--- src/rtl/fetch_stage.sv ---
// Instruction fetch stage: owns the PC, issues one outstanding imem request at a
// time and presents the returned word (or a NOP bubble) to decode.
module fetch_stage #(
    parameter logic [31:0] RESET_PC = 32'h0000_0000,
    parameter logic [31:0] NOP_INST = 32'h0000_0013
) (
    input  logic        clk,
    input  logic        rst_n,
    input  logic        stall,
    input  logic        redirect_valid,
    input  logic [31:0] redirect_pc,
    output logic        imem_req,
    output logic [31:0] imem_addr,
    input  logic        imem_rvalid,
    input  logic [31:0] imem_rdata,
    output logic        if_valid,
    output logic [31:0] if_pc,
    output logic [31:0] if_inst,
    output logic [6:0]  last_opcode,
    output logic [2:0]  last_funct3
);

    typedef enum logic [2:0] {
        ST_BOOT  = 3'd0,
        ST_REQ   = 3'd1,
        ST_WAIT  = 3'd2,
        ST_DRAIN = 3'd3,
        ST_HOLD  = 3'd4
    } state_t;

    state_t      state_r;
    logic [31:0] pc_r;
    logic [31:0] pend_inst_r;
    logic [31:0] pend_pc_r;

    logic [31:0] redir_pc_s;
    logic [31:0] pc_inc_s;
    logic        load_s;
    logic [31:0] load_inst_s;
    logic [31:0] load_pc_s;

    assign redir_pc_s = redirect_pc & 32'hFFFF_FFFC;
    assign pc_inc_s   = pc_r + 32'd4;

    // Decide whether the IR takes a new word this cycle and where it comes from
    always_comb begin
        load_s      = 1'b0;
        load_inst_s = imem_rdata;
        load_pc_s   = pc_r;
        if (redirect_valid || stall) begin
            load_s = 1'b0;
        end else if (state_r == ST_HOLD) begin
            load_s      = 1'b1;
            load_inst_s = pend_inst_r;
            load_pc_s   = pend_pc_r;
        end else if (state_r == ST_WAIT && imem_rvalid) begin
            load_s = 1'b1;
        end else begin
            load_s = 1'b0;
        end
    end

    // Fetch FSM: PC, request strobe/address and the pending buffer used while stalled
    always_ff @(posedge clk or negedge rst_n) begin
        if (!rst_n) begin
            state_r     <= ST_BOOT;
            pc_r        <= RESET_PC;
            imem_req    <= 1'b0;
            imem_addr   <= 32'h0000_0000;
            pend_inst_r <= NOP_INST;
            pend_pc_r   <= 32'h0000_0000;
        end else if (redirect_valid) begin
            pc_r        <= redir_pc_s;
            pend_inst_r <= NOP_INST;
            pend_pc_r   <= 32'h0000_0000;
            // A request still in flight must have its response swallowed first
            if (state_r == ST_WAIT && !imem_rvalid) begin
                state_r  <= ST_DRAIN;
                imem_req <= 1'b0;
            end else begin
                state_r   <= ST_REQ;
                imem_req  <= 1'b1;
                imem_addr <= redir_pc_s;
            end
        end else begin
            imem_req <= 1'b0;
            case (state_r)
                ST_BOOT: begin
                    state_r   <= ST_REQ;
                    imem_req  <= 1'b1;
                    imem_addr <= pc_r;
                end
                ST_REQ: begin
                    state_r <= ST_WAIT;
                end
                ST_WAIT: begin
                    if (imem_rvalid) begin
                        pc_r <= pc_inc_s;
                        if (stall) begin
                            pend_inst_r <= imem_rdata;
                            pend_pc_r   <= pc_r;
                            state_r     <= ST_HOLD;
                        end else begin
                            state_r   <= ST_REQ;
                            imem_req  <= 1'b1;
                            imem_addr <= pc_inc_s;
                        end
                    end
                end
                ST_HOLD: begin
                    if (!stall) begin
                        state_r   <= ST_REQ;
                        imem_req  <= 1'b1;
                        imem_addr <= pc_r;
                    end
                end
                ST_DRAIN: begin
                    if (imem_rvalid) begin
                        state_r   <= ST_REQ;
                        imem_req  <= 1'b1;
                        imem_addr <= pc_r;
                    end
                end
                default: begin
                    state_r <= ST_BOOT;
                    pc_r    <= RESET_PC;
                end
            endcase
        end
    end

    // Instruction register: load, freeze under stall, or fall back to a bubble
    always_ff @(posedge clk or negedge rst_n) begin
        if (!rst_n) begin
            if_valid <= 1'b0;
            if_pc    <= 32'h0000_0000;
            if_inst  <= NOP_INST;
        end else if (redirect_valid) begin
            if_valid <= 1'b0;
            if_inst  <= NOP_INST;
        end else if (load_s) begin
            if_valid <= 1'b1;
            if_pc    <= load_pc_s;
            if_inst  <= load_inst_s;
        end else if (!stall) begin
            if_valid <= 1'b0;
            if_inst  <= NOP_INST;
        end
    end

    assign last_opcode = if_inst[6:0];
    assign last_funct3 = if_inst[14:12];

endmodule

--- config.mk ---
export PLATFORM = sky130hd
export DESIGN_NAME = fetch_stage
export DESIGN_NICKNAME = d
export VERILOG_FILES = /design/src/rtl/fetch_stage.sv
export SDC_FILE = /design/constraint.sdc
export NUM_CORES = 1
export LEC_CHECK = 0
export CELL_PAD_IN_SITES_DETAIL_PLACEMENT = 0
export CELL_PAD_IN_SITES_GLOBAL_PLACEMENT = 1
export CORE_MARGIN = 1.5
export CORE_UTILIZATION = 40
export CTS_CLUSTER_SIZE = 8
export DETAILED_ROUTE_END_ITERATION = 6
export PLACE_DENSITY_LB_ADDON = 0.1
export SLEW_MARGIN = 40
export SYNTH_ARGS = -nofsm -noshare
export SYNTH_HDL_FRONTEND = slang
export SYNTH_SLANG_ARGS = --single-unit
--- constraint.sdc ---
create_clock -name clk -period 2.9 [get_ports clk]
set_input_delay 0.725 -clock clk [delete_from_list [all_inputs] [get_ports clk]]
set_output_delay 0.725 -clock clk [all_outputs]
set_load 0.02 [all_outputs]
[After elaboration in Yosys (flattened, before gate mapping)]
Index checks and enable logic that the tools add are counted.
Word-level totals
  output and inout bits: 108
  input port bits: 69
  flip-flop bits (word level): 197
Operators by class
  mux-type cells: 44
  equality and inequality tests: 11
  bitwise logic cells: 1
  reduce and logical (&&, ||, !) cells: 15
  add/sub/neg operators: 1
Operators with widths (count)
  2-to-1 mux 32 bit: 23
  case mux 32 bit (4 select lines): 1
  case mux 32 bit (2 select lines): 1
  adder 32 x 3 -> 32 bit (second input constant): 1
  2-to-1 mux 3 bit: 5
  case mux 3 bit (5 select lines): 1
  != test 3 bit (second input constant): 4
  2-to-1 mux 1 bit: 11
  == test 3 x 2 -> 1 bit (second input constant): 2
  AND reduction 3 bit: 2
  AND reduction 6 bit: 1
  nonzero test 2 bit: 3
  nonzero test 5 bit: 1
  case mux 1 bit (4 select lines): 1
  AND reduction 2 bit: 2
  OR reduction 4 bit: 1
  == test 3 x 1 -> 1 bit (second input constant): 1
  == test 3 bit (second input constant): 1
  zero test 3 bit: 1
  != test 3 x 1 -> 1 bit (second input constant): 1
  logical AND 1 bit: 2
  2-to-1 mux 2 bit: 1
  != test 2 x 1 -> 1 bit (second input constant): 1
  != test 2 bit (second input constant): 1
  3 further kinds: 3

[Longest topological paths before layout]
  depth after elaboration: 7
  depth in mapped cells: 9

[Worst setup path before layout]
Ideal clock, no wire load.
  kind: input to register
  start point: input port stall
  end point: register imem_addr[18]
  cell stages on the path: 9
  path slack: 462 ps
  arrival: 2314 ps
  required time: 2775 ps
  buffers on the path: 3
  library setup time: 125 ps
  cells stage by stage: buf_2 nor2b_1 o21ai_0 a31o_2 buf_2 nand2_1 inv_2 buf_2 mux2_2
Between the ends
  cells in the longest elaborated chain, start to end: 2
  elaborated cells on any way between the ends: 3
RTL lines
  from (decl): RTL line 9  | input logic stall,
  != test 3 bit (no line)
  AND reduction 6 bit (no line) (*)
  to (signal assigned): RTL line 83  | imem_addr <= redir_pc_s;
  to (signal assigned): RTL line 91  | imem_addr <= pc_r;
  to (signal assigned): RTL line 106  | imem_addr <= pc_inc_s;
  to (decl): RTL line 13  | output logic [31:0] imem_addr,
Every way passes the cells marked *; elsewhere a longest branch is shown, timed or not.
A chain may end at the register's enable or synchronous reset.

[Worst setup path in the final report]
  start point: register pc_r[12]
  end point: register imem_addr[18]
Between the ends
  cells in the longest elaborated chain, start to end: 5
RTL lines
  from (decl): RTL line 32  | logic [31:0] pc_r;
  from (signal assigned): RTL line 73  | pc_r <= redir_pc_s;
  from (signal assigned): RTL line 98  | pc_r <= pc_inc_s;
  adder 32 x 3 -> 32 bit: RTL line 43  | assign pc_inc_s = pc_r + 32'd4;
  2-to-1 mux 32 bit: RTL line 99  | if (stall) begin
  2-to-1 mux 32 bit: RTL line 97  | if (imem_rvalid) begin
  case mux 32 bit (4 select lines): RTL line 87  | case (state_r)
  2-to-1 mux 32 bit: RTL line 72  | end else if (redirect_valid) begin
Every way passes these cells. The select of a mux whose other input is x is not followed.

==> summary.txt <==
STA
  – # setup viols final: 0
  – RSZ-0062 raised after global routing: no
  – Final hold violation count: 0
  – Worst rel slew slack: 0.5487
  – Worst Skew: 0.01357 ns
  – Total Negative Setup Slacks: 0 ns
  – Min Tclk post-route: 2.334 ns
  – Fmax: 428.4 MHz
  – Final number of max-transition violations: 0
  – Share of the cycle needed by the critical path after routing: 0.8049
  – Least setup slack across all paths after layout: 0.5658 ns
  – Tightest Pin Transition: 0.6769 ns

Drt
  – Pre-antenna DRT Iters: 5
  – Met3 wire length: 1227 um
  – Wl on met1: 12590 um
  – Routed wire length per instance: 18.86 um
  – Post-DR vias/cell: 5.542
  – Via count: 7609
  – Final routed DRC violation total: 0
  – Iteration-0 DRC Markers: 483
  – Top routing layer in use: met4
  – Routed Antenna Nets: 0
  – Total met2 wirelength after detailed routing: 11600 um
  – Total Routed Length: 25890 um

Yosys
  – Number of synthesized flops with an enable pin: 0
  – Area share of fa/ha/maj cells after synthesis: 0.001354
  – Post-synthesis sequential area ratio: 0.5208
  – Ys async rst share: 1.000
  – Cell Area, Synth: 0.009240 sq mm
  – Number of distinct library cells after synthesis: 63
  – Avg Inst Size Synth: 9.737 sq um
  – Post-synthesis compound-gate area fraction: 0.2272
  – Area fraction in and, or, nand and nor cells after synthesis: 0.1343
  – Mapped Nets: 1019
  – Register bit total from synthesis: 192
  – Synth area leaders: sky130_fd_sc_hd__dfrtp_1 50%, sky130_fd_sc_hd__a22o_1 7.9%, sky130_fd_sc_hd__a21oi_1 5.4%, sky130_fd_sc_hd__nor2_1 5.2%, sky130_fd_sc_hd__mux2i_1 3.0%
  – Post-synthesis mux area share: 0.04252
  – Top cell type's share of synthesized area: 0.5037
  – XOR/XNOR share of the synthesized area: 0.01327
  – Prevailing post-synth register cell: sky130_fd_sc_hd__dfrtp_1
  – Total of warnings raised by yosys: 0
  – Dominant combinational cell family by area after synthesis: compound AO/OA/AOI/OAI gates
  – Cell accounting for the most synthesized area: sky130_fd_sc_hd__dfrtp_1
  – Most common cell in the netlist: sky130_fd_sc_hd__dfrtp_1
  – Gate count of the mapped netlist: 949
  – Most frequent cells after synthesis: 186 x sky130_fd_sc_hd__dfrtp_1, 129 x sky130_fd_sc_hd__nor2_1, 99 x sky130_fd_sc_hd__a21oi_1

Pwr
  – Total leakage power: 4.951 nW
  – Power Density: 723.5 mW/mm^2
  – Peak supply drop: 0.4807 mV

Setup path
  – Setup Crit Path Kind: register to register
  – Largest stage delay on the critical path: 0.66 ns
  – Cell breakdown of the critical path: nand3_1, or3_1, o31a_1, o22a_1, mux2_2
  – Delay-heaviest family, CP: simple AND/OR/NAND/NOR gates
  – Endpoint kind of the worst setup timing path: register
  – Peak fanout along the critical path: 18
  – Master of the slowest instance on the critical path: sky130_fd_sc_hd__or3_1
  – Required time worst endpoint: 3.22 ns
  – Buf+Inv Stages, Crit Path: 0
  – Worst EP arrival: 2.65 ns
  – Startpoint kind of the worst setup timing path: register

Floorplanning
  – Full die area: 0.02402 sq mm
  – Overall die height: 155.0 um
  – Initial Util: 0.4081
  – Core ar.: 0.02264 sq mm
  – Horizontal extent of the die: 155.0 um
  – I/O pins: 177
  – Cell row count: 55

GRT
  – Vias in the first global route: 7472
  – Maximum number of pins on one net before global-route repair: 69
  – Global-route wire length before repair: 41630 um
  – Residual overflow from global routing: 0
  – Overall routing resource usage: 0.2206
  – Antenna violations before repair: 1

Outcome
  – Result of the run: complete, no violations

Clock tree
  – Clock-pin slew on the worst setup and hold paths: 0.08 ns
  – CTS Buf Count: 17
  – Setup Fix Bufs, Post-CTS: 0
  – Clock tree from TritonCTS: built
  – Total of hold buffers inserted after clock tree synthesis: 0
  – Post-CTS Resized: 0
  – Buffer cell driving the clock tree root: sky130_fd_sc_hd__clkbuf_16
  – Clk Latency, worst-skew pair: 0.44 ns
  – Maximum root-to-sink buffer count: 2
  – Clock sink total: 192
  – Number of H-tree levels: 4

Cells and area
  – Final core area utilization: 0.5283
  – Diodes inserted: 0
  – Fill cell instance count of the final layout: 2053
  – Post-Layout Inst Area: 0.01196 sq mm
  – Fraction of layout cells with a size suffix above 1: 0.1002
  – Final Net Count: 1145
  – Area grow syn2layout: 29.45%

Min path
  – Class of the tightest hold or removal check: input pin to async pin

Job
  – Maxcap violations: 0

Placement
  – Buffers added on ports: 174
  – Gp weighted congestion: 0.8154
  – Post-DP HPWL: 17310 um
  – DP Area: 0.01132 sq mm
  – Worst slack at placement: 0.2122 ns
[registers in the layout (all words and copies together) (netlist names)]
signal	cells
if_valid	1
imem_req	1
if_pc	31
imem_addr	31
if_inst	32
pend_pc_r	31
state_r	3
pend_inst_r	32
pc_r	30
[cells in the final DEF, fill, tap and decap left out, drive strengths merged, types with 5 or more instances in the layout]
cell type      count
nand4              5
o21ai             49
o31a              13
a22o              83
mux2i             28
dfstp              6
a41oi             12
dfrtp            186
xnor2             12
nand3             18
clkbuf            18
nor4              17
o22a               6
nor2             129
clkdlybuf4s50    172
a31oi             19
nor3               7
a21oi             99
nand2             71
mux2              10
buf               41
inv               22
[cell type report]
type,instances,area [sq um],share of cell area
flip-flops and latches,192,4812,0.4023
multi-input cells,636,3909,0.3268
clock inverters,15,215.2,0.01799
inverters,14,52.55,0.004393
well taps,285,356.6,0.02981
repair buffers,214,2191,0.1832
clock buffers,17,425.4,0.03556
[worst register-to-register path: cells and delay by family (launching register included)]
family / cells / cell delay, ns
AND/OR/NAND/NOR: 2 / 0.91
AO/OA/AOI/OAI: 2 / 0.53
flip-flops: 1 / 0.52
multiplexers: 1 / 0.25
[power breakdown]
group | internal (mW) | leakage [nW] | switching [mW]
logic | 1.20 | 2.15 | 1.34
clock network | 1.41 | 0.313 | 1.16
registers | 3.14 | 2.48 | 0.412
total | 5.74 | 4.95 | 2.91
[cell families after synthesis]
group,after synthesis
flip-flops,192
buffers and inverters,121
AO/OA/AOI/OAI,310
multiplexers,38
AND/OR/NAND/NOR,273
adder cells (fa/ha/maj),1
XOR/XNOR,14
[path summary, 6_finish.rpt]
kind / from / end / slack (ns) / cells after the start
worst min-delay path: rst_n / pc_r[8]$_DFFE_PN0P_ / 0.27 / 1
worst min register to register: if_valid$_DFFE_PN0P_ / if_valid$_DFFE_PN0P_ / 0.48 / 1
max in group asynchronous: rst_n / pend_inst_r[0]$_DFFE_PN1P_ / 1.85 / 2
min in group clk: if_valid$_DFFE_PN0P_ / if_valid$_DFFE_PN0P_ / 0.48 / 1
worst max-delay path: pc_r[12]$_DFFE_PN0P_ / imem_addr[18]$_DFFE_PN0P_ / 0.57 / 5
worst max register to register: pc_r[12]$_DFFE_PN0P_ / imem_addr[18]$_DFFE_PN0P_ / 0.57 / 5
[layer usage]
layer | vias to the layer above | track usage
li1 | 3653 | -
met1 | 3733 | 0.3241
met2 | 192 | 0.3338
met3 | 31 | 0.03621
met4 | 0 | 0.06731
met5 | - | 0
[per-stage QoR]
| stage | power, mW | std cells | hold WS [ns] |
|---|---|---|---|
| floorplan | 4.852 | 949 | 0.4294 |
| global placement | 6.129 | 1341 | 0.4627 |
| detailed placement | 6.144 | 1341 | 0.4532 |
| CTS | 8.743 | 1373 | 0.3039 |
| global route | 9.108 | 1373 | 0.3144 |
| finish | 8.654 | 1373 | 0.2706 |
Power figures use the tool's default switching activity.
